### src/rtl/mux16_scan_ctrl.sv
// Scan sequencer for a 16:1 mux built from two 4:1 stages: steps the selects through
// channels 0..15, samples y after a programmable settle time and publishes a snapshot.
module mux16_scan_ctrl #(
    parameter int SETTLE = 1
) (
    input  logic        clk,
    input  logic        rst,
    input  logic        start,
    input  logic        abort,
    input  logic        cont,
    input  logic        y,
    output logic        s0,
    output logic        s1,
    output logic        s2,
    output logic        s3,
    output logic        busy,
    output logic        done,
    output logic [15:0] data
);

    localparam logic [1:0] ST_IDLE   = 2'd0;
    localparam logic [1:0] ST_ARM    = 2'd1;
    localparam logic [1:0] ST_SETTLE = 2'd2;
    localparam logic [1:0] ST_SAMPLE = 2'd3;

    localparam logic [3:0] SETTLE_LD = 4'(SETTLE);
    // With no settle time each channel goes straight to its sample cycle.
    localparam logic [1:0] ST_FIRST  = (SETTLE == 0) ? ST_SAMPLE : ST_SETTLE;

    logic [1:0]  r_state;
    logic [3:0]  r_ch;
    logic [3:0]  r_cnt;
    logic [3:0]  r_sel;
    logic [15:0] r_shadow;
    logic [15:0] r_data;
    logic        r_busy;
    logic        r_done;
    logic [15:0] w_shadow_upd;
    logic [3:0]  w_ch_next;

    // Select pattern {s0,s1,s2,s3} for a channel number.
    function automatic logic [3:0] f_sel(input logic [3:0] ch);
        f_sel = {ch[1], ch[0], ch[3], ch[2]};
    endfunction

    // Shadow word with the current channel's bit replaced by y.
    always_comb begin
        w_shadow_upd       = r_shadow;
        w_shadow_upd[r_ch] = y;
        w_ch_next          = r_ch + 4'd1;
    end

    // Scan state machine, channel/settle counters, shadow and snapshot registers.
    always_ff @(posedge clk) begin
        if (rst) begin
            r_state  <= ST_IDLE;
            r_ch     <= 4'd0;
            r_cnt    <= 4'd0;
            r_sel    <= 4'd0;
            r_shadow <= 16'h0000;
            r_data   <= 16'h0000;
            r_busy   <= 1'b0;
            r_done   <= 1'b0;
        end else begin
            r_done <= 1'b0;
            case (r_state)
                ST_IDLE: begin
                    if (start && !abort) begin
                        r_state  <= ST_ARM;
                        r_busy   <= 1'b1;
                        r_ch     <= 4'd0;
                        r_sel    <= 4'd0;
                        r_shadow <= 16'h0000;
                    end
                end
                default: begin
                    if (abort) begin
                        r_state <= ST_IDLE;
                        r_busy  <= 1'b0;
                        r_ch    <= 4'd0;
                        r_sel   <= 4'd0;
                    end else begin
                        case (r_state)
                            ST_ARM: begin
                                r_state <= ST_FIRST;
                                r_cnt   <= SETTLE_LD;
                            end
                            ST_SETTLE: begin
                                if (r_cnt == 4'd1) begin
                                    r_state <= ST_SAMPLE;
                                end else begin
                                    r_cnt <= r_cnt - 4'd1;
                                end
                            end
                            ST_SAMPLE: begin
                                if (r_ch == 4'd15) begin
                                    r_data <= w_shadow_upd;
                                    r_done <= 1'b1;
                                    r_ch   <= 4'd0;
                                    r_sel  <= 4'd0;
                                    // Continuous mode re-enters channel 0 with no idle gap.
                                    if (cont) begin
                                        r_shadow <= 16'h0000;
                                        r_state  <= ST_FIRST;
                                        r_cnt    <= SETTLE_LD;
                                    end else begin
                                        r_shadow <= w_shadow_upd;
                                        r_state  <= ST_IDLE;
                                        r_busy   <= 1'b0;
                                    end
                                end else begin
                                    r_shadow <= w_shadow_upd;
                                    r_ch     <= w_ch_next;
                                    r_sel    <= f_sel(w_ch_next);
                                    r_state  <= ST_FIRST;
                                    r_cnt    <= SETTLE_LD;
                                end
                            end
                            default: begin
                                r_state <= ST_IDLE;
                                r_busy  <= 1'b0;
                            end
                        endcase
                    end
                end
            endcase
        end
    end

    assign s0   = r_sel[3];
    assign s1   = r_sel[2];
    assign s2   = r_sel[1];
    assign s3   = r_sel[0];
    assign busy = r_busy;
    assign done = r_done;
    assign data = r_data;

endmodule
### config.mk
export PLATFORM = sky130hd
export DESIGN_NAME = mux16_scan_ctrl
export DESIGN_NICKNAME = d
export VERILOG_FILES = /design/src/rtl/mux16_scan_ctrl.sv
export SDC_FILE = /design/constraint.sdc
export NUM_CORES = 1
export LEC_CHECK = 0
export CORE_AREA = 2 2 108 68
export DETAILED_ROUTE_END_ITERATION = 8
export DIE_AREA = 0 0 110 70
export PLACE_DENSITY_LB_ADDON = 0.05
export SLEW_MARGIN = 20
export SYNTH_ARGS = -nofsm -noshare
export SYNTH_HDL_FRONTEND = slang
export SYNTH_SLANG_ARGS = --single-unit
export TNS_END_PERCENT = 10
### constraint.sdc
create_clock -name clk -period 2 [get_ports clk]
set_input_delay 0.4 -clock clk [delete_from_list [all_inputs] [get_ports clk]]
set_output_delay 0.4 -clock clk [all_outputs]
set_load 0.1 [all_outputs]
# Yosys cells after proc, flatten, opt, wreduce, memory -nomap -nowiden
# Cells that the tools add are included.
# W data, S select, Z words.
# word_totals
register_bits,48
latch_bits,0
ramBits,0
romBits,0
in_bits,6
elab_cells,79
n_memories,0
# op_classes
n_addsub,2
n_mul,0
n_div,0
n_lt_le_gt_ge,2
n_eq_ne,13
n_shift,0
mux,36
bitwise_logic,3
n_reduce_logical,15
# ops
operator,count
$mux W16,6
$mux W4,12
$bwmux W16,1
$mux W2,6
$pmux W4 S3,1
$ne A4 B3 Y1 const B,2
$reduce_and A4 Y1,2
$mux W1,7
$pmux W2 S3,1
$reduce_bool A3 Y1,2
$lt A4 B5 Y1 const B,1
$reduce_and A5 Y1,1
$add A4 B1 Y4 const B,1
$demux W1 S4,1
$eq A2 B2 Y1 const B,2
$eq A4 B1 Y1 const B,1
$eq A4 B4 Y1 const B,1
$ge A4 B1 Y1 const B,1
$ne A2 B2 Y1 const B,2
$ne A4 B4 Y1 const B,1
$reduce_and A2 Y1,2
$reduce_or A4 Y1,1
$sub A4 B1 Y4 const B,1
$ne A3 B1 Y1 const B,1
11 further kinds,14

# Depth between registers and ports, before layout
# logic_depth
depth_word,10
ltp_mapped,9

# Worst setup path before layout
# No wires, ideal clock.
# synth_timing
path_kind,reg-to-reg
start,reg r_ch[0]
end,reg r_data[10] (netlist: data[10])
setup_time_ns,0.086
arrival_time_ns,2.336
required_time_ns,1.914
slack_ns,-0.421
path_stages_with_launch,8
n_path_buf,2
period_less_slack_ns,2.421
path_cell_list,dfxtp_1 > ha_1 > and3_1 > and3_1 > buf_2 > buf_2 > nor2_1 > a211oi_1
# synth_via
elab_chain_len,5
word_cells_on_any_way,8
classes_between,2 x order compare; 1 x eq/ne; 3 x mux; 2 x reduce/logical
# synth_rtl
element,line_no,source
"start, declared",31,logic [3:0] r_ch;
"start signal, assigned",113,r_ch <= w_ch_next;
$lt A4 B5 Y1 (not written as such) / $ge A4 B1 Y1 (equally long branches),49,w_shadow_upd[r_ch] = y;
$logic_and A1 B1 Y1 (not written as such),49,
$mux W1 (not written as such),49,
$demux W1 S4,49,
$bwmux W16,49,
"end signal, assigned",97,r_data <= w_shadow_upd;
"end, declared",35,logic [15:0] r_data;
# Parallel ways exist; a longest one is shown, timed or not.
# A chain may end at the register's enable or synchronous reset.

# Final worst setup path
# layout_timing
start,reg r_state[0]
end,reg r_shadow[6]
# layout_via
elab_chain_len,3
word_cells_on_any_way,7
classes_between,3 x eq/ne; 1 x mux; 3 x reduce/logical
# layout_rtl
element,line_no,source
"start, declared",30,logic [1:0] r_state;
"start signal, assigned",56,r_state <= ST_IDLE;
"start signal, assigned",69,r_state <= ST_ARM;
"start signal, assigned",78,r_state <= ST_IDLE;
$eq A2 B2 Y1 / $logic_not A2 Y1 (equally long branches),"83, 66",
"$reduce_bool A2 Y1 (no line), or another cell as far along",n/a,
$reduce_and A3 Y1 (no line),n/a,
"end signal, assigned",107,r_shadow <= w_shadow_upd;
"end signal, assigned",112,r_shadow <= w_shadow_upd;
"end, declared",34,logic [15:0] r_shadow;
# Parallel ways exist; a longest one is shown, timed or not.

==> flow_summary.yaml <==
outcome:
  status: "finished, final reports clean"
sta:
  grt_setup_unrepaired: "no"
  drv_slew: 0
  hold_ws_ns: 0.492
  fmax_mhz: 536
  fin_skew_ns: 0.00684
  setup_violations: 0
  tightest_slew_ns: 0.594
  period_share_pct: 93.2
  finalHoldViolCount: 0
  slew_headroom_pct: 60.3
  period_minus_slack_ns: 1.86
  fin_setup_tns_ns: 0
synth:
  ys_warn_count: 0
  yosys.area.top_type: "dfxtp_1"
  synth_top_cell_area_share_pct: 38.8
  synth_area_per_cell_sq_um: 9.52
  synth_common_cells: "dfxtp_1 (43), nor2_1 (27), a211oi_1 (18)"
  syn_nets: 249
  syn-cell-area_sq_um: 2220
  yosys-top-cells-area: "dfxtp_1 (39%), mux2i_1 (7.7%), a2bb2oi_2 (6.8%)"
  netlist_instances: 233
  ys_seq_area_share_pct: 38.8
  synth_ff_type: "dfxtp_1"
  ys_ff_latch: 43
  async_flop_share_pct: 0
  synth.distinct_cells: 40
  synth_most_common_cell: "dfxtp_1"
  synth_edf_count: 0
route:
  drc: 0
  routedWlPerCell_um: 14.6
  routed_wl_um: 5140
  ant_nets: 0
  first_iter_violations: 146
  first_pass_iters: 5
  vias_per_cell: 4.92
  dr_total_vias: 1733
grt:
  antenna_found_initial: 0
  grt_util_all_layers_pct: 14.6
  grt_pass1_vias: 1571
  grt.overflow.total: 0
  grt_max_degree: 27
  grt_first_pass_wirelength_um: 8530
floorplan:
  die_area_sq_um: 7700
  rows: 24
  start_util_pct: 32.3
  die_h_um: 70
  fp.coreArea_sq_um: 6880
  fp.dieW_um: 110
  pin_count: 28
finish:
  antenna-diode-count: 0
  nNetsFinal: 276
  area_delta_synth_final_pct: 21.6
  drive_gt1_share_pct: 28.4
  fillers: 688
  design_area_sq_um: 2700
setup_path:
  reg2reg_from: "r_state[0]"
  ff2ff_setup_slack_ns: 0.14
  required_ns: 2.23
  critPathLaunch: "r_state[0]"
  worstSetupStartpointType: "flop"
  crit_type: "flop to flop"
  end_kind: "flop"
  worstPathArrival_ns: 2.09
  cp_max_fo: 15
power:
  p_total_mw: 2.01
  leakagePower_nw: 1.05
  cellPowerDensity_nw_per_um2: 746
  ir_worst_vdd_mv: 0.287
cts:
  cts_tree: "done"
  clock_latency_ns: 0.29
  cts-htree-levels: 2
  cts_buffers: 5
  clock_sinks: 43
  root_buffer: "clkbuf_8"
  postCtsSetupBuffers: 0
  cts.clk_slew.worst_paths_ns: 0.09
  clock_path_buffers: 2
placed_design:
  io_buffers: 27
  gp_congestion: 0.846
  place_area_sq_um: 2580
  dp_hpwl_um: 3550
worst_hold_path:
  hold_path.class: "flop to flop"
  min_from: "r_shadow[4]"
job:
  maxCapViolCount: 0
critical path: stages, from the launching register on:
cell and delay, ns:
dfxtp_1 0.40, inv_1 0.10, ha_1 0.27, or2_1 0.31
a211o_4 0.45, a2bb2oi_1 0.17, nor2_1 0.11
per-layer routing:
layer | vias to the layer above | track usage [%] | part of all wire, %
met2 | 37 | 17.7 | 38
met4 | 0 | 3.80 | 0.56
li1 | 893 | - | -
met3 | 2 | 3.73 | 4.8
met1 | 801 | 24.3 | 57
met5 | - | 0 | 0
where the power goes:
group | internal, mW | switching [mW]
registers | 0.871 | 0.0202
logic | 0.158 | 0.248
clock network | 0.405 | 0.310
final cells by class:
cell class	instances	area, sq um	area share [%]
Timing Repair Buffer	40	345	12.8
Multi-Input combinational cell	159	1210	44.8
Inverter	11	41.3	1.53
Clock inverter	2	35.0	1.30
Sequential cell	43	871	32.3
Tap cell	91	114	4.22
Clock buffer	6	82.6	3.06
worst paths after layout:
path                               endpoint  cells past startpoint
worst max-delay path            r_shadow[6]                      6
worst min-delay path            r_shadow[4]                      2
worst max register to register  r_shadow[6]                      6
worst min register to register  r_shadow[4]                      2
timing repair:
action | CTS | global route
resized for setup | 0 | 1
hold buffers | 0 | 0
endpoints found under the setup margin | 0 | 1
stage by stage:
step / setup WS [ns] / std cells / utilization, %
after CTS: 0.133 / 352 / 39.2
after global placement: 0.0544 / 344 / 37.5
after global routing: 0.0141 / 352 / 39.2
after detailed placement: 0.0591 / 344 / 37.5
final: 0.135 / 352 / 39.2
after floorplan: 0.126 / 233 / -
cell usage in the layout (no fill, tap or decap), types with 2 or more instances in the layout:
master,Yosys,layout
dfxtp_1,43,39
buf_4,1,32
dfxtp_4,0,2
clkdlybuf4s50_1,0,4
o21ai_1,3,3
a32o_1,2,2
and3_1,3,2
a21oi_1,8,8
dfxtp_2,0,2
inv_1,10,10
nand2_1,4,4
nor2_2,11,11
nand3b_1,8,8
a2bb2oi_1,5,5
a2bb2oi_2,10,10
buf_12,0,3
mux2i_1,17,17
nor3b_1,5,5
a32oi_1,2,2
clkbuf_8,0,6
nor2_1,27,27
ha_1,10,10
and2_1,2,2
a31oi_1,2,2
a211oi_1,18,18
nand3_1,8,8
registers in the layout, indices dropped and copies added, names as in the netlist:
signal	flops
busy	1
data	16
done	1
r_ch	3
r_cnt	4
r_sel	1
r_shadow	15
r_state	2
logic make-up (layout without fill, tap and decap cells):
| group | Yosys count | in the layout | synth area share [%] |
|---|---|---|---|
| flops | 43 | 43 | 38.8 |
| fa+ha+maj | 10 | 10 | 5.64 |
| compound gates | 57 | 57 | 23.0 |
| mux | 17 | 17 | 7.67 |
| buf+inv | 31 | 59 | 6.77 |
| simple gates | 75 | 75 | 18.2 |
No activity file was read; power rests on OpenSTA's default activity.
